`config.mk`:
```
export PLATFORM = sky130hd
export DESIGN_NAME = axi_bus_arbiter_flat
export DESIGN_NICKNAME = d
export VERILOG_FILES = /design/src/rtl/axi_bus_arbiter_if.sv /design/src/rtl/axi_bus_arbiter.sv /design/src/flat_wrapper.sv
export SDC_FILE = /design/constraint.sdc
export NUM_CORES = 1
export LEC_CHECK = 0
export BUFFER_PORTS_ARGS = -buffer_cell sky130_fd_sc_hd__buf_2
export CAP_MARGIN = 25
export CORE_AREA = 2 2 110 112
export CTS_CLUSTER_DIAMETER = 100
export DETAILED_ROUTE_END_ITERATION = 10
export DIE_AREA = 0 0 112 114
export GPL_TIMING_DRIVEN = 0
export HOLD_SLACK_MARGIN = 0.15
export PLACE_DENSITY = 0.85
export SLEW_MARGIN = 20
export SYNTH_ARGS = -nofsm -noshare
export SYNTH_HDL_FRONTEND = slang
export SYNTH_SLANG_ARGS = --single-unit
```
`constraint.sdc`:
```
create_clock -name aclk -period 3.85 [get_ports aclk]
set_input_delay 0.1925 -clock aclk [delete_from_list [all_inputs] [get_ports aclk]]
set_output_delay 0.1925 -clock aclk [all_outputs]
set_load 0.05 [all_outputs]
```
`src/rtl/axi_bus_arbiter_if.sv`:
```
// Single-beat AXI4 master channel bundle for the fetch/data bus arbiter.
// The master modport is the arbiter side, the slave modport the memory side.
interface axi_bus_arbiter_if;
   logic [31:0] araddr;
   logic        arvalid;
   logic        arready;
   logic [31:0] rdata;
   logic [1:0]  rresp;
   logic        rvalid;
   logic        rready;
   logic [31:0] awaddr;
   logic        awvalid;
   logic        awready;
   logic [31:0] wdata;
   logic [3:0]  wstrb;
   logic        wlast;
   logic        wvalid;
   logic        wready;
   logic [1:0]  bresp;
   logic        bvalid;
   logic        bready;

   modport master (
      output araddr, arvalid,
      input  arready,
      input  rdata, rresp, rvalid,
      output rready,
      output awaddr, awvalid,
      input  awready,
      output wdata, wstrb, wlast, wvalid,
      input  wready,
      input  bresp, bvalid,
      output bready
   );

   modport slave (
      input  araddr, arvalid,
      output arready,
      output rdata, rresp, rvalid,
      input  rready,
      input  awaddr, awvalid,
      output awready,
      input  wdata, wstrb, wlast, wvalid,
      output wready,
      output bresp, bvalid,
      input  bready
   );
endinterface

```
`src/rtl/axi_bus_arbiter.sv`:
```
// Shares one single-beat AXI master port between fetch and data access.
// Data wins ties unless fetch has been starved STARVE_LIMIT times.
module axi_bus_arbiter #(
   parameter int STARVE_LIMIT = 4
) (
   input  logic        aclk,
   input  logic        areset,
   input  logic        inst_req,
   input  logic [31:0] inst_addr,
   output logic        inst_done,
   input  logic        data_req,
   input  logic        data_we,
   input  logic [31:0] data_addr,
   input  logic [31:0] data_wdata,
   input  logic [3:0]  data_be,
   output logic        data_done,
   output logic [31:0] resp_rdata,
   output logic        resp_err,
   axi_bus_arbiter_if.master axi
);

   localparam int CW =
      (STARVE_LIMIT < 1) ? 1 : $clog2(STARVE_LIMIT + 1);
   localparam logic [CW-1:0] LIM = CW'(STARVE_LIMIT);

   localparam logic [2:0] IDLE    = 3'd0;
   localparam logic [2:0] RD_ADDR = 3'd1;
   localparam logic [2:0] RD_DATA = 3'd2;
   localparam logic [2:0] WR      = 3'd3;
   localparam logic [2:0] WR_RESP = 3'd4;
   localparam logic [2:0] DONE    = 3'd5;

   logic [2:0]    state_q, state_d;
   logic          gnt_inst_q, gnt_inst_d;
   logic [31:0]   addr_q, addr_d;
   logic [31:0]   wdata_q, wdata_d;
   logic [3:0]    be_q, be_d;
   logic [CW-1:0] starve_cnt_q, starve_cnt_d;
   logic          aw_done_q, aw_done_d;
   logic          w_done_q, w_done_d;
   logic [31:0]   rdata_q, rdata_d;
   logic          err_q, err_d;

   logic inst_win;
   logic aw_hit;
   logic w_hit;
   logic unused_resp;

   assign unused_resp = ^{axi.rresp[0], axi.bresp[0]};

   assign inst_win = inst_req &
      (~data_req | (starve_cnt_q >= LIM));
   assign aw_hit = aw_done_q | axi.awready;
   assign w_hit  = w_done_q | axi.wready;

   always_comb begin
      state_d      = state_q;
      gnt_inst_d   = gnt_inst_q;
      addr_d       = addr_q;
      wdata_d      = wdata_q;
      be_d         = be_q;
      starve_cnt_d = starve_cnt_q;
      aw_done_d    = aw_done_q;
      w_done_d     = w_done_q;
      rdata_d      = rdata_q;
      err_d        = err_q;
      unique case (state_q)
         IDLE: begin
            aw_done_d = 1'b0;
            w_done_d  = 1'b0;
            if (inst_win) begin
               gnt_inst_d   = 1'b1;
               addr_d       = inst_addr;
               starve_cnt_d = '0;
               state_d      = RD_ADDR;
            end else if (data_req) begin
               gnt_inst_d = 1'b0;
               addr_d     = data_addr;
               wdata_d    = data_wdata;
               be_d       = data_be;
               // saturating count of fetches passed over
               if (!inst_req)
                  starve_cnt_d = '0;
               else if (starve_cnt_q >= LIM)
                  starve_cnt_d = LIM;
               else
                  starve_cnt_d = starve_cnt_q + CW'(1);
               state_d = data_we ? WR : RD_ADDR;
            end
         end
         RD_ADDR: begin
            if (axi.arready)
               state_d = RD_DATA;
         end
         RD_DATA: begin
            if (axi.rvalid) begin
               rdata_d = axi.rdata;
               err_d   = axi.rresp[1];
               state_d = DONE;
            end
         end
         WR: begin
            aw_done_d = aw_hit;
            w_done_d  = w_hit;
            if (aw_hit && w_hit)
               state_d = WR_RESP;
         end
         WR_RESP: begin
            if (axi.bvalid) begin
               err_d   = axi.bresp[1];
               state_d = DONE;
            end
         end
         DONE: state_d = IDLE;
         default: state_d = IDLE;
      endcase
   end

   always_ff @(posedge aclk or negedge areset) begin
      if (!areset) begin
         state_q      <= IDLE;
         gnt_inst_q   <= 1'b0;
         addr_q       <= '0;
         wdata_q      <= '0;
         be_q         <= '0;
         starve_cnt_q <= '0;
         aw_done_q    <= 1'b0;
         w_done_q     <= 1'b0;
         rdata_q      <= '0;
         err_q        <= 1'b0;
      end else begin
         state_q      <= state_d;
         gnt_inst_q   <= gnt_inst_d;
         addr_q       <= addr_d;
         wdata_q      <= wdata_d;
         be_q         <= be_d;
         starve_cnt_q <= starve_cnt_d;
         aw_done_q    <= aw_done_d;
         w_done_q     <= w_done_d;
         rdata_q      <= rdata_d;
         err_q        <= err_d;
      end
   end

   assign axi.araddr  = addr_q;
   assign axi.arvalid = (state_q == RD_ADDR);
   assign axi.rready  = (state_q == RD_DATA);
   assign axi.awaddr  = addr_q;
   assign axi.awvalid = (state_q == WR) & ~aw_done_q;
   assign axi.wdata   = wdata_q;
   assign axi.wstrb   = be_q;
   assign axi.wlast   = 1'b1;
   assign axi.wvalid  = (state_q == WR) & ~w_done_q;
   assign axi.bready  = (state_q == WR_RESP);

   assign inst_done  = (state_q == DONE) & gnt_inst_q;
   assign data_done  = (state_q == DONE) & ~gnt_inst_q;
   assign resp_rdata = rdata_q;
   assign resp_err   = err_q;

endmodule
```
`src/flat_wrapper.sv`:
```
// flat-port wrapper written by rule: the top's interface ports become plain ports
module axi_bus_arbiter_flat 
#(
   parameter int STARVE_LIMIT = 4
)
  (aclk, areset, inst_req, inst_addr, inst_done, data_req, data_we, data_addr, data_wdata, data_be, data_done, resp_rdata, resp_err, axi_araddr, axi_arvalid, axi_arready, axi_rdata, axi_rresp, axi_rvalid, axi_rready, axi_awaddr, axi_awvalid, axi_awready, axi_wdata, axi_wstrb, axi_wlast, axi_wvalid, axi_wready, axi_bresp, axi_bvalid, axi_bready);
  axi_bus_arbiter_if axi_i ();
  input  logic aclk;
  input  logic areset;
  input  logic inst_req;
  input  logic [31:0] inst_addr;
  output logic inst_done;
  input  logic data_req;
  input  logic data_we;
  input  logic [31:0] data_addr;
  input  logic [31:0] data_wdata;
  input  logic [3:0] data_be;
  output logic data_done;
  output logic [31:0] resp_rdata;
  output logic resp_err;
  output wire logic [$bits(axi_i.araddr)-1:0] axi_araddr;
  output wire logic [$bits(axi_i.arvalid)-1:0] axi_arvalid;
  input wire logic [$bits(axi_i.arready)-1:0] axi_arready;
  input wire logic [$bits(axi_i.rdata)-1:0] axi_rdata;
  input wire logic [$bits(axi_i.rresp)-1:0] axi_rresp;
  input wire logic [$bits(axi_i.rvalid)-1:0] axi_rvalid;
  output wire logic [$bits(axi_i.rready)-1:0] axi_rready;
  output wire logic [$bits(axi_i.awaddr)-1:0] axi_awaddr;
  output wire logic [$bits(axi_i.awvalid)-1:0] axi_awvalid;
  input wire logic [$bits(axi_i.awready)-1:0] axi_awready;
  output wire logic [$bits(axi_i.wdata)-1:0] axi_wdata;
  output wire logic [$bits(axi_i.wstrb)-1:0] axi_wstrb;
  output wire logic [$bits(axi_i.wlast)-1:0] axi_wlast;
  output wire logic [$bits(axi_i.wvalid)-1:0] axi_wvalid;
  input wire logic [$bits(axi_i.wready)-1:0] axi_wready;
  input wire logic [$bits(axi_i.bresp)-1:0] axi_bresp;
  input wire logic [$bits(axi_i.bvalid)-1:0] axi_bvalid;
  output wire logic [$bits(axi_i.bready)-1:0] axi_bready;
  assign axi_araddr = axi_i.araddr;
  assign axi_arvalid = axi_i.arvalid;
  assign axi_i.arready = axi_arready;
  assign axi_i.rdata = axi_rdata;
  assign axi_i.rresp = axi_rresp;
  assign axi_i.rvalid = axi_rvalid;
  assign axi_rready = axi_i.rready;
  assign axi_awaddr = axi_i.awaddr;
  assign axi_awvalid = axi_i.awvalid;
  assign axi_i.awready = axi_awready;
  assign axi_wdata = axi_i.wdata;
  assign axi_wstrb = axi_i.wstrb;
  assign axi_wlast = axi_i.wlast;
  assign axi_wvalid = axi_i.wvalid;
  assign axi_i.wready = axi_wready;
  assign axi_i.bresp = axi_bresp;
  assign axi_i.bvalid = axi_bvalid;
  assign axi_bready = axi_i.bready;
  axi_bus_arbiter #(.STARVE_LIMIT(STARVE_LIMIT)) u_core (.aclk(aclk), .areset(areset), .inst_req(inst_req), .inst_addr(inst_addr), .inst_done(inst_done), .data_req(data_req), .data_we(data_we), .data_addr(data_addr), .data_wdata(data_wdata), .data_be(data_be), .data_done(data_done), .resp_rdata(resp_rdata), .resp_err(resp_err), .axi(axi_i));
endmodule
```
==> results.md <==
Status:
- The flow ran to the end, and the final reports show no timing, DRC or antenna violations.

Global route:
- Entering global routing, the biggest net connects 57 pins.
- The via count of the first global-routing pass is between 5000 and 6000.
- The total track usage is about 26%.
- The number of antenna violations at the first check in global routing came to 0.
- The global-route wire length before repair is 26400 µm.
- The total grt overflow is 0.

Route:
- Dividing the detail-routed wire length by the instance count gives 16.6 µm.
- The total number of vias is between 5000 and 6000.
- The mean number of vias per cell is a little over 5.
- The pre-antenna-repair detailed-routing pass consisted of 4 iterations.
- The first routing iteration left around 320 violations.
- Summed over all layers, the routed wires come to roughly 17000 µm.
- In this run the remaining antenna-violating nets after routing total 0.
- The count of unresolved DRC violations after routing is 0.

Layout:
- The final non-filler cell area is approximately 0.0083 mm².
- The sequential cell area in the final layout is 0.00275 mm².
- At the end of the flow, the number of nets in the layout was around 1000.
- The count of fill cells added during filler insertion is 787.
- The synthesis-to-layout area growth is 62.9%.
- Of the cells placed in the final design, the portion with a size suffix greater than 1 is between 40 and 50%.
- The repair_antennas step left the layout with diodes totalling 0.
- Summing all multi-input logic gate instances after layout gives roughly 0.0019 mm².
- The number of standard cells in the final layout excluding fillers is slightly above 1000.

Clock network:
- The number of buffers added to fix hold violations after cts is 131.
- The H-tree was split into 3 levels.
- The post-CTS resize count is 0.
- The clock tree root driver cell is sky130_fd_sc_hd__clkbuf_16.
- The clock tree from TritonCTS is yes.
- The number of sinks handled by clock tree synthesis is 110.
- The maximum buffer depth of the clock tree is 2.
- Buffers inserted during clock tree synthesis total 9.
- Clock-pin slew was measured on the worst setup and hold paths at approximately 0.07 ns.
- The insertion delay of the later-clocked pin in the worst-skew pair is between 0.3 and 0.4 ns.
- The buffer count from post-CTS setup fixing is 0.

Worst setup path:
- The internal reg-to-reg setup slack is 1.58 ns.
- The kind of cell adding the most delay to the critical path is buffers and inverters.
- In this design, the stage delay of the slowest critical-path cell is ~0.57 ns.
- STA puts the critical path data arrival time at between 2 and 3 ns.
- The slowest stage cell on the critical path is sky130_fd_sc_hd__dlygate4sd3_1.
- The worst setup path is captured at a flip-flop.
- The worst setup path is of the reg2reg kind.
- The signal on the critical path passes through o21ba_1 -> buf_2 -> clkbuf_1 -> a21oi_1 -> a31oi_1 -> dlygate4sd3_1.
- The largest fanout on the critical path is 10.
- The data required time at the worst endpoint is about 4 ns.
- The critical path buffer and inverter count is 3.
- The worst setup path is launched from a flip-flop.

Power:
- In this run, the clock network consumes 10.5% of the power.
- The cell-internal power is 3800 µW.
- The maximum ir drop on the vdd rail is about 0.70 mV.
- Power spread over the standard cell area amounts to around 1000 mW/mm².
- In this run switching power makes up a little over half of total power.
- The proportion of power drawn by combinational gates is between 60% and 70%.
- The analysis attributes to cell leakage a power of 0.00399 µW.
- The analysis attributes to net switching a power of roughly 4500 µW.
- The share of total power in sequential cells is 25.6%.

Synth:
- The largest total area in the synthesized netlist belongs to sky130_fd_sc_hd__dfrtp_1.
- By area the synthesized netlist is led by sky130_fd_sc_hd__dfrtp_1, sky130_fd_sc_hd__mux2_1, sky130_fd_sc_hd__buf_4, sky130_fd_sc_hd__nand3b_1, sky130_fd_sc_hd__a31oi_1.
- Of the post-synthesis cell area, the dominant cell type holds between 50% and 60%.
- The synthesized area per cell is between 10 and 15 µm².
- The total number of yosys warnings is 0.
- The most used flip-flop cell after synthesis is sky130_fd_sc_hd__dfrtp_1.
- The number of distinct library cells after synthesis is 39.
- The synthesized design contains 0 enable-type register cells.
- The synthesized netlist net count is 579.
- The register bit count reported by yosys is 110.
- Ranked by instance count, the synthesized netlist is headed by sky130_fd_sc_hd__dfrtp_1, sky130_fd_sc_hd__mux2_1, sky130_fd_sc_hd__buf_4, sky130_fd_sc_hd__o21ai_0, sky130_fd_sc_hd__a21oi_1.
- After synthesis the cells add up to between 0.005 and 0.006 mm².
- In the post-synthesis netlist, the cell with the most instances is sky130_fd_sc_hd__dfrtp_1.
- Synthesis produced 431 cells.
- Of all flip-flops after synthesis, the portion carrying an async set or reset was 100%.
- The register area share after synthesis is between 50% and 60%.

Place:
- Counting tap cells, the placed design contains a total of 861 instances.
- Once detailed placement completed, the half-perimeter wirelength came to roughly 10000 µm.
- Routability-driven placement finished with a final weighted congestion of roughly 0.8.
- Port buffering added between 200 and 300 buffers.
- Once placement finished, the instance area stood at slightly below 0.007 mm².
- Prior to clock tree synthesis, the placed netlist has a worst setup slack of ~2.2 ns.

Flow run:
- The reported max-cap violation count is 0.

Floorplan:
- The placeable core region is ~0.012 mm².
- The floorplan has 40 rows.
- The floorplan step set the die height to around 110 µm.
- The total die area is about 0.013 mm².
- From left edge to right edge, the die measures 112 µm.
- Once the floorplan was initialized, standard cells occupied between 40 and 50% of the core.
- The I/O pin total is between 200 and 300.

Timing:
- The worst pin sits at a relative slew slack of 65.1%.
- Setup violations remaining at the end of the flow were counted as 0.
- The final-report hold violation count is 0.
- The minimum clock period is approximately 2.3 ns.
- The highest clock rate is ~440 MHz.
- The clock arrives with 0.00684 ns of skew.
- The worst path meets setup with between 1.5 and 2 ns of slack.
- At the pin with the least slew margin, the transition time is ~0.52 ns.
- The total negative slack for setup checks is 0 ns.
- Setup repair after global routing left no endpoint under its margin.
- The share of the clock period used by the worst path is 58.8%.
- The number of max-slew violations in the final report was 0.

Worst hold path:
- The worst hold path belongs to the class in2reg.
final timing paths:
check                                                         end                               from  cells after the start
worst max-delay path            u_core.axi.araddr[21]$_DFFE_PN0P_      u_core.state_q[0]$_DFFE_PN0P_                      6
worst min-delay path            u_core.axi.araddr[22]$_DFFE_PN0P_                      data_addr[22]                      3
worst max register to register  u_core.axi.araddr[21]$_DFFE_PN0P_      u_core.state_q[0]$_DFFE_PN0P_                      6
worst min register to register  u_core.resp_rdata[28]$_DFFE_PN0P_  u_core.resp_rdata[28]$_DFFE_PN0P_                      1
max in group asynchronous         u_core.axi.wdata[0]$_DFFE_PN0P_                             areset                      3
min in group asynchronous       u_core.resp_rdata[19]$_DFFE_PN0P_                             areset                      2
cells in the final DEF (no fill, tap or decap), types with 2 or more instances in the layout:
master | Yosys | final
sky130_fd_sc_hd__buf_2 | 6 | 287
sky130_fd_sc_hd__dlygate4sd3_1 | 0 | 131
sky130_fd_sc_hd__dfrtp_1 | 110 | 110
sky130_fd_sc_hd__mux2_1 | 68 | 68
sky130_fd_sc_hd__buf_4 | 39 | 39
sky130_fd_sc_hd__o21ai_0 | 35 | 35
sky130_fd_sc_hd__a21oi_1 | 33 | 33
sky130_fd_sc_hd__nand3b_1 | 32 | 32
sky130_fd_sc_hd__a31oi_1 | 32 | 32
sky130_fd_sc_hd__clkbuf_1 | 19 | 20
sky130_fd_sc_hd__clkbuf_16 | 0 | 9
sky130_fd_sc_hd__nand2_1 | 6 | 6
sky130_fd_sc_hd__inv_1 | 5 | 5
sky130_fd_sc_hd__nor2_1 | 5 | 5
sky130_fd_sc_hd__nor2b_1 | 5 | 5
sky130_fd_sc_hd__buf_6 | 4 | 5
sky130_fd_sc_hd__a22o_1 | 3 | 3
sky130_fd_sc_hd__clkinv_4 | 0 | 3
sky130_fd_sc_hd__a21o_1 | 2 | 2
sky130_fd_sc_hd__and3b_1 | 2 | 2
sky130_fd_sc_hd__o21ai_1 | 2 | 2
sky130_fd_sc_hd__o31a_1 | 2 | 2
sky130_fd_sc_hd__ha_1 | 2 | 2
sky130_fd_sc_hd__clkinv_2 | 0 | 2
stage by stage:
step                      hold WS [ns]  power, µW  util, %
after floorplan                 -0.103       5870        -
after global placement           0.404       6920     57.3
after detailed placement         0.185       7020     57.6
after CTS                        0.151       8250     71.1
after global routing             0.159       8710     71.1
final                            0.168       8330     71.1
power by group through the flow:
stage | Combinational, µW | Sequential [µW] | Clock [µW]
2_1_floorplan | 1900 | 3970 | 0
3_3_place_gp | 4820 | 2090 | 0
3_5_place_dp | 4900 | 2130 | 0
4_1_cts | 5260 | 2110 | 888
5_1_grt | 5570 | 2200 | 939
6_report | 5320 | 2140 | 873
cell families after synthesis:
kind of cell               count (synthesis)  synth area share, %
AOI/OAI and AO/OA                        115                 13.0
DFF                                      110                 53.8
buffers and inverters                     73                 8.95
muxes                                     70                 15.5
and+or+nand+nor                           60                 8.22
adders and majority gates                  2                0.489
other                                      1               0.0733
flip-flops by register name, indices dropped and copies added (netlist names):
name / cells
u_core.axi.araddr: 32
u_core.axi.wdata: 32
u_core.resp_rdata: 32
u_core.axi.wstrb: 4
u_core.starve_cnt_q: 3
u_core.state_q: 3
u_core.aw_done_q: 1
u_core.gnt_inst_q: 1
u_core.resp_err: 1
u_core.w_done_q: 1
area by class of cell:
type / instances / share of cell area, %
well taps: 147 / 2.21
clock buffers: 10 / 2.75
flip-flops and latches: 110 / 33.0
inverters: 5 / 0.225
clock inverters: 6 / 0.571
multi-input cells: 248 / 22.9
repair buffers: 414 / 33.1
plain buffers: 68 / 5.27
metal layers:
| metal | part of all wire (%) | routed length, µm | global-route usage, % | up-vias |
|---|---|---|---|---|
| li1 | - | - | - | 2356 |
| met1 | 38 | 6280 | 29.0 | 2490 |
| met2 | 54 | 9000 | 48.0 | 231 |
| met3 | 6.1 | 1020 | 5.15 | 42 |
| met4 | 2.7 | 444 | 10.4 | 0 |
| met5 | 0 | 0 | 0 | - |
worst min-delay path, cell delays in order:
cell,delay (ns)
sky130_fd_sc_hd__buf_2,0.10
sky130_fd_sc_hd__o21ai_0,0.07
sky130_fd_sc_hd__a31oi_1,0.10
No activity file was read; power rests on OpenSTA's default activity.
